## src/rtl/div_pkg.sv

```systemverilog
// Shared constants and types for the iterative divider's shift register and
// its control.
package div_pkg;

    localparam int DIV_WIDTH = 32;
    localparam int DIV_STEPS = 16;

    localparam logic DIR_LEFT  = 1'b0;
    localparam logic DIR_RIGHT = 1'b1;

    typedef enum logic [1:0] {
        IDLE = 2'd0,
        RUN  = 2'd1,
        DONE = 2'd2
    } div_state_e;

endpackage

```

## src/rtl/div_step_counter.sv

```systemverilog
// Saturating step counter with clear and enable. tc flags the enabled
// increment that lands on the terminal value STEPS.
module div_step_counter
    import div_pkg::*;
#(
    parameter int STEPS = DIV_STEPS,
    parameter int CW    = $clog2(STEPS + 1)
) (
    input  logic          clk,
    input  logic          rst_n,
    input  logic          clr,
    input  logic          en,
    output logic [CW-1:0] cnt,
    output logic          tc
);

    localparam logic [CW-1:0] TERM = CW'(STEPS);
    localparam logic [CW-1:0] LAST = CW'(STEPS - 1);

    logic [CW-1:0] cnt_q;
    logic [CW-1:0] cnt_d;

    always_comb begin
        cnt_d = cnt_q;
        if (clr) begin
            cnt_d = '0;
        end else if (en && (cnt_q != TERM)) begin
            cnt_d = cnt_q + 1'b1;
        end
    end

    always_ff @(posedge clk or negedge rst_n) begin
        if (!rst_n) begin
            cnt_q <= '0;
        end else begin
            cnt_q <= cnt_d;
        end
    end

    assign cnt = cnt_q;
    assign tc  = en && !clr && (cnt_q == LAST);

endmodule

```

## src/rtl/div_shift_reg.sv

```systemverilog
// Quotient/remainder shift register: STEPS shifts per operation in a latched
// direction, inserting ins_bit at the vacated end, with done/busy handshake.
module div_shift_reg
    import div_pkg::*;
#(
    parameter  int WIDTH = DIV_WIDTH,
    parameter  int STEPS = DIV_STEPS,
    localparam int CW    = $clog2(STEPS + 1)
) (
    input  logic             clk,
    input  logic             rst_n,
    input  logic             load,
    input  logic [WIDTH-1:0] load_val,
    input  logic             dir,
    input  logic             shift_en,
    input  logic             ins_bit,
    output logic [WIDTH-1:0] q,
    output logic             out_bit,
    output logic [CW-1:0]    count,
    output logic             busy,
    output logic             done
);

    div_state_e       state_q, state_d;
    logic [WIDTH-1:0] q_q, q_d;
    logic             out_bit_q, out_bit_d;
    logic             dir_q, dir_d;
    logic             cnt_clr;
    logic             cnt_en;
    logic             cnt_tc;

    div_step_counter #(
        .STEPS (STEPS),
        .CW    (CW)
    ) u_cnt (
        .clk   (clk),
        .rst_n (rst_n),
        .clr   (cnt_clr),
        .en    (cnt_en),
        .cnt   (count),
        .tc    (cnt_tc)
    );

    always_comb begin
        state_d   = state_q;
        q_d       = q_q;
        out_bit_d = out_bit_q;
        dir_d     = dir_q;
        cnt_clr   = 1'b0;
        cnt_en    = 1'b0;

        // load takes priority over any shift, in every state
        if (load) begin
            q_d       = load_val;
            dir_d     = dir;
            out_bit_d = 1'b0;
            cnt_clr   = 1'b1;
            state_d   = RUN;
        end else begin
            unique case (state_q)
                IDLE: begin
                    state_d = IDLE;
                end
                RUN: begin
                    if (shift_en) begin
                        cnt_en = 1'b1;
                        if (dir_q == DIR_RIGHT) begin
                            q_d       = {ins_bit, q_q[WIDTH-1:1]};
                            out_bit_d = q_q[0];
                        end else begin
                            q_d       = {q_q[WIDTH-2:0], ins_bit};
                            out_bit_d = q_q[WIDTH-1];
                        end
                    end
                end
                DONE: begin
                    state_d = IDLE;
                end
                default: begin
                    state_d = IDLE;
                end
            endcase
            if (cnt_tc) begin
                state_d = DONE;
            end
        end
    end

    always_ff @(posedge clk or negedge rst_n) begin
        if (!rst_n) begin
            state_q   <= IDLE;
            q_q       <= '0;
            out_bit_q <= 1'b0;
            dir_q     <= DIR_LEFT;
        end else begin
            state_q   <= state_d;
            q_q       <= q_d;
            out_bit_q <= out_bit_d;
            dir_q     <= dir_d;
        end
    end

    assign q       = q_q;
    assign out_bit = out_bit_q;
    assign busy    = (state_q == RUN);
    assign done    = (state_q == DONE);

endmodule

```

## config.mk

```make
export PLATFORM = sky130hd
export DESIGN_NAME = div_shift_reg
export DESIGN_NICKNAME = d
export VERILOG_FILES = /design/src/rtl/div_pkg.sv /design/src/rtl/div_step_counter.sv /design/src/rtl/div_shift_reg.sv
export SDC_FILE = /design/constraint.sdc
export NUM_CORES = 1
export LEC_CHECK = 0
export ABC_AREA = 0
export CAP_MARGIN = 30
export CORE_UTILIZATION = 49
export CTS_CLUSTER_DIAMETER = 80
export DETAILED_ROUTE_END_ITERATION = 10
export PLACE_DENSITY = 0.85
export SYNTH_ARGS = -nofsm -noshare
export SYNTH_HDL_FRONTEND = slang
export SYNTH_SLANG_ARGS = --single-unit
export TNS_END_PERCENT = 5
```

## constraint.sdc

```tcl
create_clock -name clk -period 3 [get_ports clk]
set_clock_uncertainty 0.15 [all_clocks]
set_input_delay 0.6 -clock clk [delete_from_list [all_inputs] [get_ports clk]]
set_output_delay 0.6 -clock clk [all_outputs]
set_load 0.05 [all_outputs]
```

==> impl_results.md, run 1 <==
* Status: finished, violations left
* Failing checks: design-rule violations
* Ys flop type: dfrtp_1
* YS warnings at 0
* Final Max Tran Viols at 0
* Largest family of logic cells by synthesized area: compound AO/OA/AOI/OAI gates
* Gate Count Post-Synth at 259
* Avg Cell Area, Syn at 9.101 um2
* Crit path time final at 2471 ps
* Net count, final at 368
* Post-synth EDFFs at 0
* Longest Clk Path Bufs at 2
* Max VDD drop at 0.0002912 V
* Sink Count at 41
* Gr ovfl total at 0
* Die X at 71.36 um
* Rel. slew slack at 0.6540
* Final Hold Fails at 0
* Ranking of synthesized cells by area: dfrtp_1 (44%), a211oi_1 (10%), o31ai_1 (10%)
* Multiplexer share of the synthesized area at 0.01805
* Layout cells sized above 1 at 0.06402
* Post-CTS setup buffers at 0
* Area growth from synthesis to layout at 35.24%
* Crit path DAT at 1720 ps
* Initial Utilization at 0.5268
* Pre-antenna DRT Iters at 9
* Clock slew at reported path FFs at 80 ps
* Post-cts sizing count at 0
* Synth Area in Compound Gates at 0.2389
* DRT antenna net count at 0
* Reg2reg end: q[17]
* Fmax at 404.7 MHz
* Synth top area share at 0.4352
* CP Max Fanout at 4
* Number of global-route vias before repair at 2055
* Seq/Total Area, Yosys at 0.4352
* Synth Area in XOR/XNOR at 0
* # diodes at 0
* Worst skew pair latency at 280 ps
* Final-layout fill cell count at 360
* Die Footprint at 5092 um2
* Max-capacitance violation count at 0
* Final Non-Filler Cells at 380
* Synth Register Bits at 41
* Critical setup path kind: reg2out
* Critical Path Source: state_q[0]
* Syn_nets at 300
* Largest net degree at the start of global routing at 67
* Post-Synth Simple-Gate Area at 0.2288
* Global-route wire length before repair at 9487 um
* Initial antenna violation count at 0
* DP Cell Count at 371
* # hold bufs at CTS at 0
* FF-to-FF setup slack at 1320 ps
* Synth Cell Area at 2357 um2
* TritonCTS Buffers at 5
* Asr flop ratio synth at 1.000
* FF-to-FF Start: state_q[1]
* Placer Congestion at 0.7241
* IO buf count at 77
* Synth area leader: dfrtp_1
* Tot GR Track Use at 0.2352
* Dpl ws at 734.4 ps
* Via/cell ratio at 5.695
* Final setup TNS at 0 ps
* Core Region at 4474 um2
* Htree depth at 2
* Remaining routing DRC violations at 5
* Data required time of the worst path at 2250 ps
* Worst-Margin Slew at 518.9 ps
* RSZ-0062 raised after global routing: no
* Iter 0 DRT Violations at 185
* Worst hold-check path type: in2async
* Vias at 2164
* Multi-input combinational cell area at 1182 um2
* Setup WS post-layout at 529.1 ps
* Tot Pwr at 1588 uW
* Post-Route WL at 5745 um
* Final setup viols at 0
* Critical Path Sink: busy
* Chip Height at 71.36 um
* # IOs at 78
* Netlist cell types at 26
* Placement Rows at 24
* Post-synthesis adder-cell area fraction at 0.01592
* Cell Pwr Density at 498.2 nW/um2
* Worst r2r path cells at 4
* Clock Root Buffer: clkbuf_8
* FF+latch area at 1027 um2
* CTS tree: yes
* CP startpoint kind: register
* Worst Setup End Kind: output port
* DR WL/cell at 15.12 um
* Lkg Pwr at 0.001281 uW
* Fin crit share at 0.8236
* DP HPWL at 3956 um
[worst min-delay path by stage]
stage	depth (start not counted)	from	to	slack [ps]
after floorplan	0	rst_n	dir_q	150
after global placement	2	out_bit	out_bit	440
after detailed placement	1	rst_n	q[2]	460
after CTS	1	rst_n	q[2]	150
after global routing	1	rst_n	q[28]	170
final	1	rst_n	q[25]	130
[cells by family (layout without fill, tap and decap cells)]
family,Yosys count,count (layout)
multiplexers,4,4
buffers and inverters,26,95
adder cells (fa/ha/maj),3,3
flip-flops,41,41
AO/OA/AOI/OAI,72,72
AND/OR/NAND/NOR,113,113
[flip-flops by register name, summed over array words and instances, names as in the netlist]
register and cells:
q 32, state_q 2, out_bit 1, dir_q 1, u_cnt.cnt 5
[synth_stat cells, types with 3 or more instances]
cell type	n
clkbuf_1	9
o31ai_1	32
inv_1	4
buf_6	4
buf_2	5
nand2b_1	3
nor2b_1	34
a211oi_1	32
buf_4	4
dfrtp_1	41
nor2_1	37
nand2_1	33
ha_1	3
[report_power, final]
part           total [uW]  internal [uW]  leakage, uW  switching [uW]
combinational         569            222     0.000744             347
clock                 349            166    0.0000395             184
sequential            670            607     0.000497            63.2
[layout make-up]
class	instances	area share
Sequential cell	41	0.3222
Multi-Input combinational cell	192	0.3709
Clock buffer	8	0.02512
Timing Repair Buffer	83	0.2567
Tap cell	52	0.02041
Inverter	4	0.004710
[critical path, stage by stage, from the launching register on]
cell             delay, ps
dfrtp_1                400
nor2b_1                210
clkdlybuf4s50_1        830
[placed cells by master, fill, tap and decap left out, types with 3 or more instances in the layout]
| master | instances |
|---|---|
| clkdlybuf4s50_1 | 75 |
| dfrtp_1 | 40 |
| nor2_1 | 37 |
| nor2b_1 | 34 |
| nand2_1 | 33 |
| o31ai_1 | 32 |
| a211oi_1 | 32 |
| clkbuf_8 | 5 |
| buf_4 | 5 |
| inv_1 | 4 |
| nand2b_1 | 3 |
| ha_1 | 3 |
| clkbuf_1 | 3 |
[through the flow]
step | util | hold WS (ps) | area (um2)
floorplan | - | 154.4 | 2357
global placement | 0.6902 | 438.1 | 3088
detailed placement | 0.6902 | 455.8 | 3088
CTS | 0.7081 | 149.7 | 3168
global route | 0.7125 | 172.8 | 3188
finish | 0.7125 | 131.4 | 3188
[layer usage]
layer	up-vias	GRT usage	share of wire	wire, um
met4	0	0.08889	0.019	107
li1	1046	-	-	-
met5	-	0	0	0
met3	11	0.03094	0.046	265
met2	66	0.3905	0.49	2832
met1	1041	0.3154	0.44	2539
(Power assumes the default switching activity.)
==> run 2: changes to the inputs <==
--- a/config.mk
+++ b/config.mk
@@ -7,10 +7,10 @@
 export LEC_CHECK = 0
 export ABC_AREA = 0
 export CAP_MARGIN = 30
-export CORE_UTILIZATION = 49
+export CORE_UTILIZATION = 46
 export CTS_CLUSTER_DIAMETER = 80
 export DETAILED_ROUTE_END_ITERATION = 10
-export PLACE_DENSITY = 0.85
+export PLACE_DENSITY = 0.8
 export SYNTH_ARGS = -nofsm -noshare
 export SYNTH_HDL_FRONTEND = slang
 export SYNTH_SLANG_ARGS = --single-unit
==> constraint.sdc (replaced) <==
create_clock -name clk -period 2.5 [get_ports clk]
set_clock_uncertainty 0.15 [all_clocks]
set_input_delay 0.5 -clock clk [delete_from_list [all_inputs] [get_ports clk]]
set_output_delay 0.5 -clock clk [all_outputs]
set_load 0.05 [all_outputs]
==> run 2 against run 1 <==
  * The run now ends clean
  * Register-to-register slack got worse by 520 ps
  * Sequential power is 21% higher
  * Worst hold slack got worse by 93 ps
  * Count of clock-buffer cells in the layout stayed put
  * Final area rose by 1.4%
  * Core utilization fell by 4.2 points
  * Die area increased by 6.3%
  * Cell count rose by 4.5%
  * Non-clock buffer count is 2 higher
  * First-iteration DRC count is 43% lower
  * Critical endpoint unchanged
==> impl_results.md, run 2 (synthesis gave the netlist of run 1 again) <==
* # hold bufs at CTS at 0 (unchanged)
* Final core occ at 0.6709 (-0.04162)
* Tot GR Track Use at 0.2262 (-0.008973)
* Die X at 73.59 um (+3.1%)
* Post-Route WL at 5754 um (+0.16%)
* Chip Height at 73.59 um (+3.1%)
* Placer Congestion at 0.7461 (+3.0%)
* Worst hold-check path type: in2async
* Final Hold Fails at 0 (unchanged)
* Lkg Pwr at 0.001296 uW (+1.2%)
* Clock Root Buffer: clkbuf_8
* Post-CTS setup buffers at 0 (unchanged)
* Clock slew at reported path FFs at 80 ps (about the same)
* Fin Hold WS at 38.75 ps (-92.61 ps)
* Commonest cells after routing, fill and taps aside: clkdlybuf4s50_1 (75), dfrtp_1 (40), nor2_1 (37)
* Global-route wire length before repair at 9501 um (+0.15%)
* Core Region at 4817 um2 (+7.7%)
* Rel. slew slack at 0.6110 (-0.04308)
* CTS tree: yes
* Number of global-route vias before repair at 2116 (+3.0%)
* DP HPWL at 4074 um (+3.0%)
* Initial antenna violation count at 0 (unchanged)
* Htree depth at 2 (unchanged)
* Net count, final at 370 (+0.54%)
* Cell area after layout at 3232 um2 (+1.4%)
* Initial Utilization at 0.4894 (-0.03750)
* Data required time of the worst path at 1850 ps (-400 ps)
* Status: completed
* FF-to-FF Start: dir_q
* Max-capacitance violation count at 0 (unchanged)
* # IOs at 78 (unchanged)
* Worst skew pair latency at 280 ps (about the same)
* Setup WS post-layout at 178.5 ps (-350.6 ps)
* DR WL/cell at 14.49 um (-4.1%)
* Crit path time final at 2322 ps
* Placed instance area at 3142 um2 (+1.7%)
* Max VDD drop at 0.0003743 V (+29%)
* Placement Rows at 25 (+4.2%)
* # diodes at 0 (unchanged)
* Multi-input combinational cell area at 1182 um2 (unchanged)
* Post-cts sizing count at 0 (unchanged)
* TritonCTS Buffers at 5 (unchanged)
* Pre-antenna DRT Iters at 4 (-5)
* IO buf count at 77 (unchanged)
* Final-layout fill cell count at 422 (+17%)
* Dpl ws at 336.0 ps (-398.4 ps)
* Sink Count at 41 (unchanged)
* RSZ-0062 raised after global routing: no
* Critical setup path kind: reg2out
* Gr ovfl total at 0 (unchanged)
* Crit path DAT at 1670 ps (-50 ps)
* Vias at 2133 (-1.4%)
* Iter 0 DRT Violations at 106 (-43%)
* Cell Pwr Density at 595.8 nW/um2 (+20%)
* CP Max Fanout at 4 (unchanged)
* Area growth from synthesis to layout at 37.10%
* Fmax at 430.8 MHz
* FF+latch area at 1027 um2 (unchanged)
* Fin crit share at 0.9286
* Remaining routing DRC violations at 0 (-5)
* Via/cell ratio at 5.373 (-5.7%)
* Worst Setup End Kind: output port
* Worst-Margin Slew at 583.6 ps (+64.62 ps)
* Largest net degree at the start of global routing at 38 (-43%)
* Layout cells sized above 1 at 0.07273 (+0.008703)
* Final setup TNS at 0 ps (unchanged)
* Longest Clk Path Bufs at 2 (unchanged)
* Final Max Tran Viols at 0 (unchanged)
* Commonest non-fill, non-tap cell in the layout: clkdlybuf4s50_1
* Flip-flop count of the largest register after layout at 32 (unchanged)
* CP startpoint kind: register
* Die Footprint at 5415 um2 (+6.3%)
* Critical Path Source: state_q[0]
* Final setup viols at 0 (unchanged)
* DRT antenna net count at 0 (unchanged)
[run 2: changes by cell type in the layout (fill, tap and decap cells not counted)]
cell / previous run / this run
clkbuf_8: 5 / 6
buf_4: 5 / 7
clkbuf_1: 3 / 2
[run 2: final timing paths]
path | endpoint | cells after the start | slack [ps]
max in group asynchronous | dir_q | 2 | 1890
worst min-delay path | q[14] | 2 | 40
worst max-delay path | busy | 2 | 180
worst max register to register | q[29] | 4 | 800
worst min register to register | out_bit | 2 | 450
min in group clk | out_bit | 2 | 450
[run 2: per-stage QoR]
step,cells,total power [uW]
5_1_grt,397,2026
3_3_place_gp,389,1489
3_5_place_dp,389,1506
4_1_cts,397,1944
6_report,397,1926
2_1_floorplan,259,1253
[run 2: where the power goes]
group	switching [uW]	internal, uW	total, uW
clock	211	225	436
sequential	84.4	728	813
combinational	409	268	677
total	704	1220	1930
[run 2: layout make-up]
class	instances	area share
Multi-Input combinational cell	192	0.3659
Sequential cell	41	0.3178
Timing Repair Buffer	85	0.2578
Clock buffer	8	0.02787
Tap cell	67	0.02594
Inverter	4	0.004646
[run 2: critical path, cell delays in order (launching register included)]
cell	delay, ps
dfrtp_1	390
nor2b_1	180
clkdlybuf4s50_1	820
[run 2: per-layer routing]
metal / track usage / vias up / routed length [um]
met5: 0 / - / 0
met4: 0.08120 / 0 / 103
met3: 0.04527 / 8 / 274
met2: 0.3649 / 60 / 2786
met1: 0.3016 / 1009 / 2589
li1: - / 1056 / -
==> RTL edit, RTL diff (config.mk and constraints of run 1) <==
`q_q` no longer has a reset.
--- a/src/rtl/div_shift_reg.sv
+++ b/src/rtl/div_shift_reg.sv
@@ -89,15 +89,17 @@
     always_ff @(posedge clk or negedge rst_n) begin
         if (!rst_n) begin
             state_q   <= IDLE;
-            q_q       <= '0;
             out_bit_q <= 1'b0;
             dir_q     <= DIR_LEFT;
         end else begin
             state_q   <= state_d;
-            q_q       <= q_d;
             out_bit_q <= out_bit_d;
             dir_q     <= dir_d;
         end
+    end
+
+    always_ff @(posedge clk) begin
+        q_q <= q_d;
     end
 
     assign q       = q_q;
Function: changed (a bounded check fails within 4 cycles, from zero or initial values and one cycle with rst_n low).
==> RTL edit against run 1 <==
- area after synthesis shrank 9.7%
- sequential power grew 14%
- sequential cell count is the same
- first-iteration DRC count shrank 32%
- cell area shrank 5.8%
- utilization grew 2.2 points
- routed wire length shrank 17%
- combinational power shrank 9.8%
- critical path depth is the same
- total power grew 2.0%
- worst setup slack gained 0.013 ns
- critical path type unchanged
==> RTL edit: results (changes against run 1) <==
drt:
  drc: 0  # -5
  vias: 1668  # -23%
  wl_met2_mm: 2.336  # -18%
  drtIter0Drc: 126  # -32%
  viasPerCell: 5.381  # -5.5%
  dr.pass1.iters: 4  # -5
  drt_wl_total_mm: 4.755  # -17%
  wirelength_met1_mm: 2.093  # -18%
  route.met3.wl_um: 288  # +8.7%
  highest_layer: "met4"
power_and_ir_drop:
  max-vdd-ir-drop_uv: 321.9  # +11%
  leakage_nw: 1.209  # -5.6%
  switchingPower_mw: 0.5590  # -5.8%
global_route:
  grtUsageTotal_pct: 21.64  # -1.9 points
  grt_max_degree: 65  # -3.0%
  use_met2_pct: 33.09  # -6.0 points
  grt_pass1_wl_mm: 7.224  # -24%
  grt_pass1_vias: 1544  # -25%
  use_met1_pct: 29.19  # -2.3 points
  use_met3_pct: 5.667  # +2.6 points
cts:
  cts_buffer_depth: 2  # unchanged
  h-tree-depth: 2  # unchanged
  cts_root_buf: "clkbuf_8"
synthesis:
  synth-edff-count: 32  # +32
  synth_compound_gate_area_share_pct: 10.75  # -13 points
  synth_nets: 226  # -25%
  synthTopCellsByCount: "mux2i_1 (34), nand2_1 (33), o21ai_0 (33), edfxtp_1 (32), dfrtp_1 (9)"
  ys.warnings.count: 0  # unchanged
  synth.area.mux_share_pct: 17.04  # +15 points
  syn_area_per_cell_um2: 11.51  # +26%
  synth_cell_types: 28  # +7.7%
  ys_dominant_reg_cell: "edfxtp_1"
  synthTopCellsByArea: "edfxtp_1 (45%), mux2i_1 (16%), dfrtp_1 (11%)"
  synth_fa_ha_area_share_pct: 1.763  # +0.17 points
  async_flop_share_pct: 21.95  # -78 points
  yosysSeqAreaShare_pct: 55.70  # +12 points
setup_path:
  r2r-start: "dir_q"
  r2r_slack_ns: 1.15  # -0.17 ns
  worstPathArrival_ns: 1.71
  r2r_end: "q[7]"
  path_max_fanout: 4  # unchanged
  critPathLaunch: "state_q[0]"
  startpoint_type: "flop"
  reg2reg_depth: 2  # -2
placed_design:
  pre_cts_ws_ns: 0.6747  # -0.05961 ns
  dpl_cell_area_um2: 2920  # -5.4%
  finalWeightedCongestion: 0.7217  # -0.33%
  place_hpwl_mm: 3.392  # -14%
  place_inst: 302  # -19%
final_layout:
  fill_cells: 309  # -14%
  drive_gt1_share_pct: 5.769  # -0.63 points
  largest_register_ffs: 32  # unchanged
min_path:
  whs_endpoint: "out_bit"
  min_path_type: "reg2reg"
  whs_path_depth: 2
sta:
  period_share_pct: 81.93  # -0.43 points
  worstMarginPinSlew_ns: 0.9499  # +0.4310 ns
  worst_hold_slack_ns: 0.4362  # +0.3049 ns
run_status:
  status: "finished clean"
## RTL edit: cell types whose count changed after synthesis, sizes merged, moves of 4 or more
cell and change:
o31ai -32, o21ai +33, mux2i +32, buf -6
edfxtp +32, clkbuf -4, nor2 -32, dfrtp -32
nor2b -33, a211oi -32
## RTL edit: layout make-up
type / instances / area, um^2 / share of cell area, %
inverter: 3 / 11.26 / 0.3752
clock inverter: 1 / 5.005 / 0.1667
sequential: 41 / 1187 / 39.56
timing repair buffer: 79 / 793.3 / 26.43
multi-input combinational: 129 / 865.8 / 28.85
clock buffer: 7 / 76.32 / 2.543
tap: 50 / 62.56 / 2.084
## RTL edit: power by group through the flow
| stage | Clock [mW] | Combinational, mW | Sequential [mW] |
|---|---|---|---|
| floorplan | 0 | 0.143 | 0.949 |
| finish | 0.342 | 0.513 | 0.765 |
| detailed placement | 0 | 0.514 | 0.777 |
| CTS | 0.348 | 0.516 | 0.765 |
| global placement | 0 | 0.504 | 0.776 |
| global route | 0.371 | 0.543 | 0.774 |
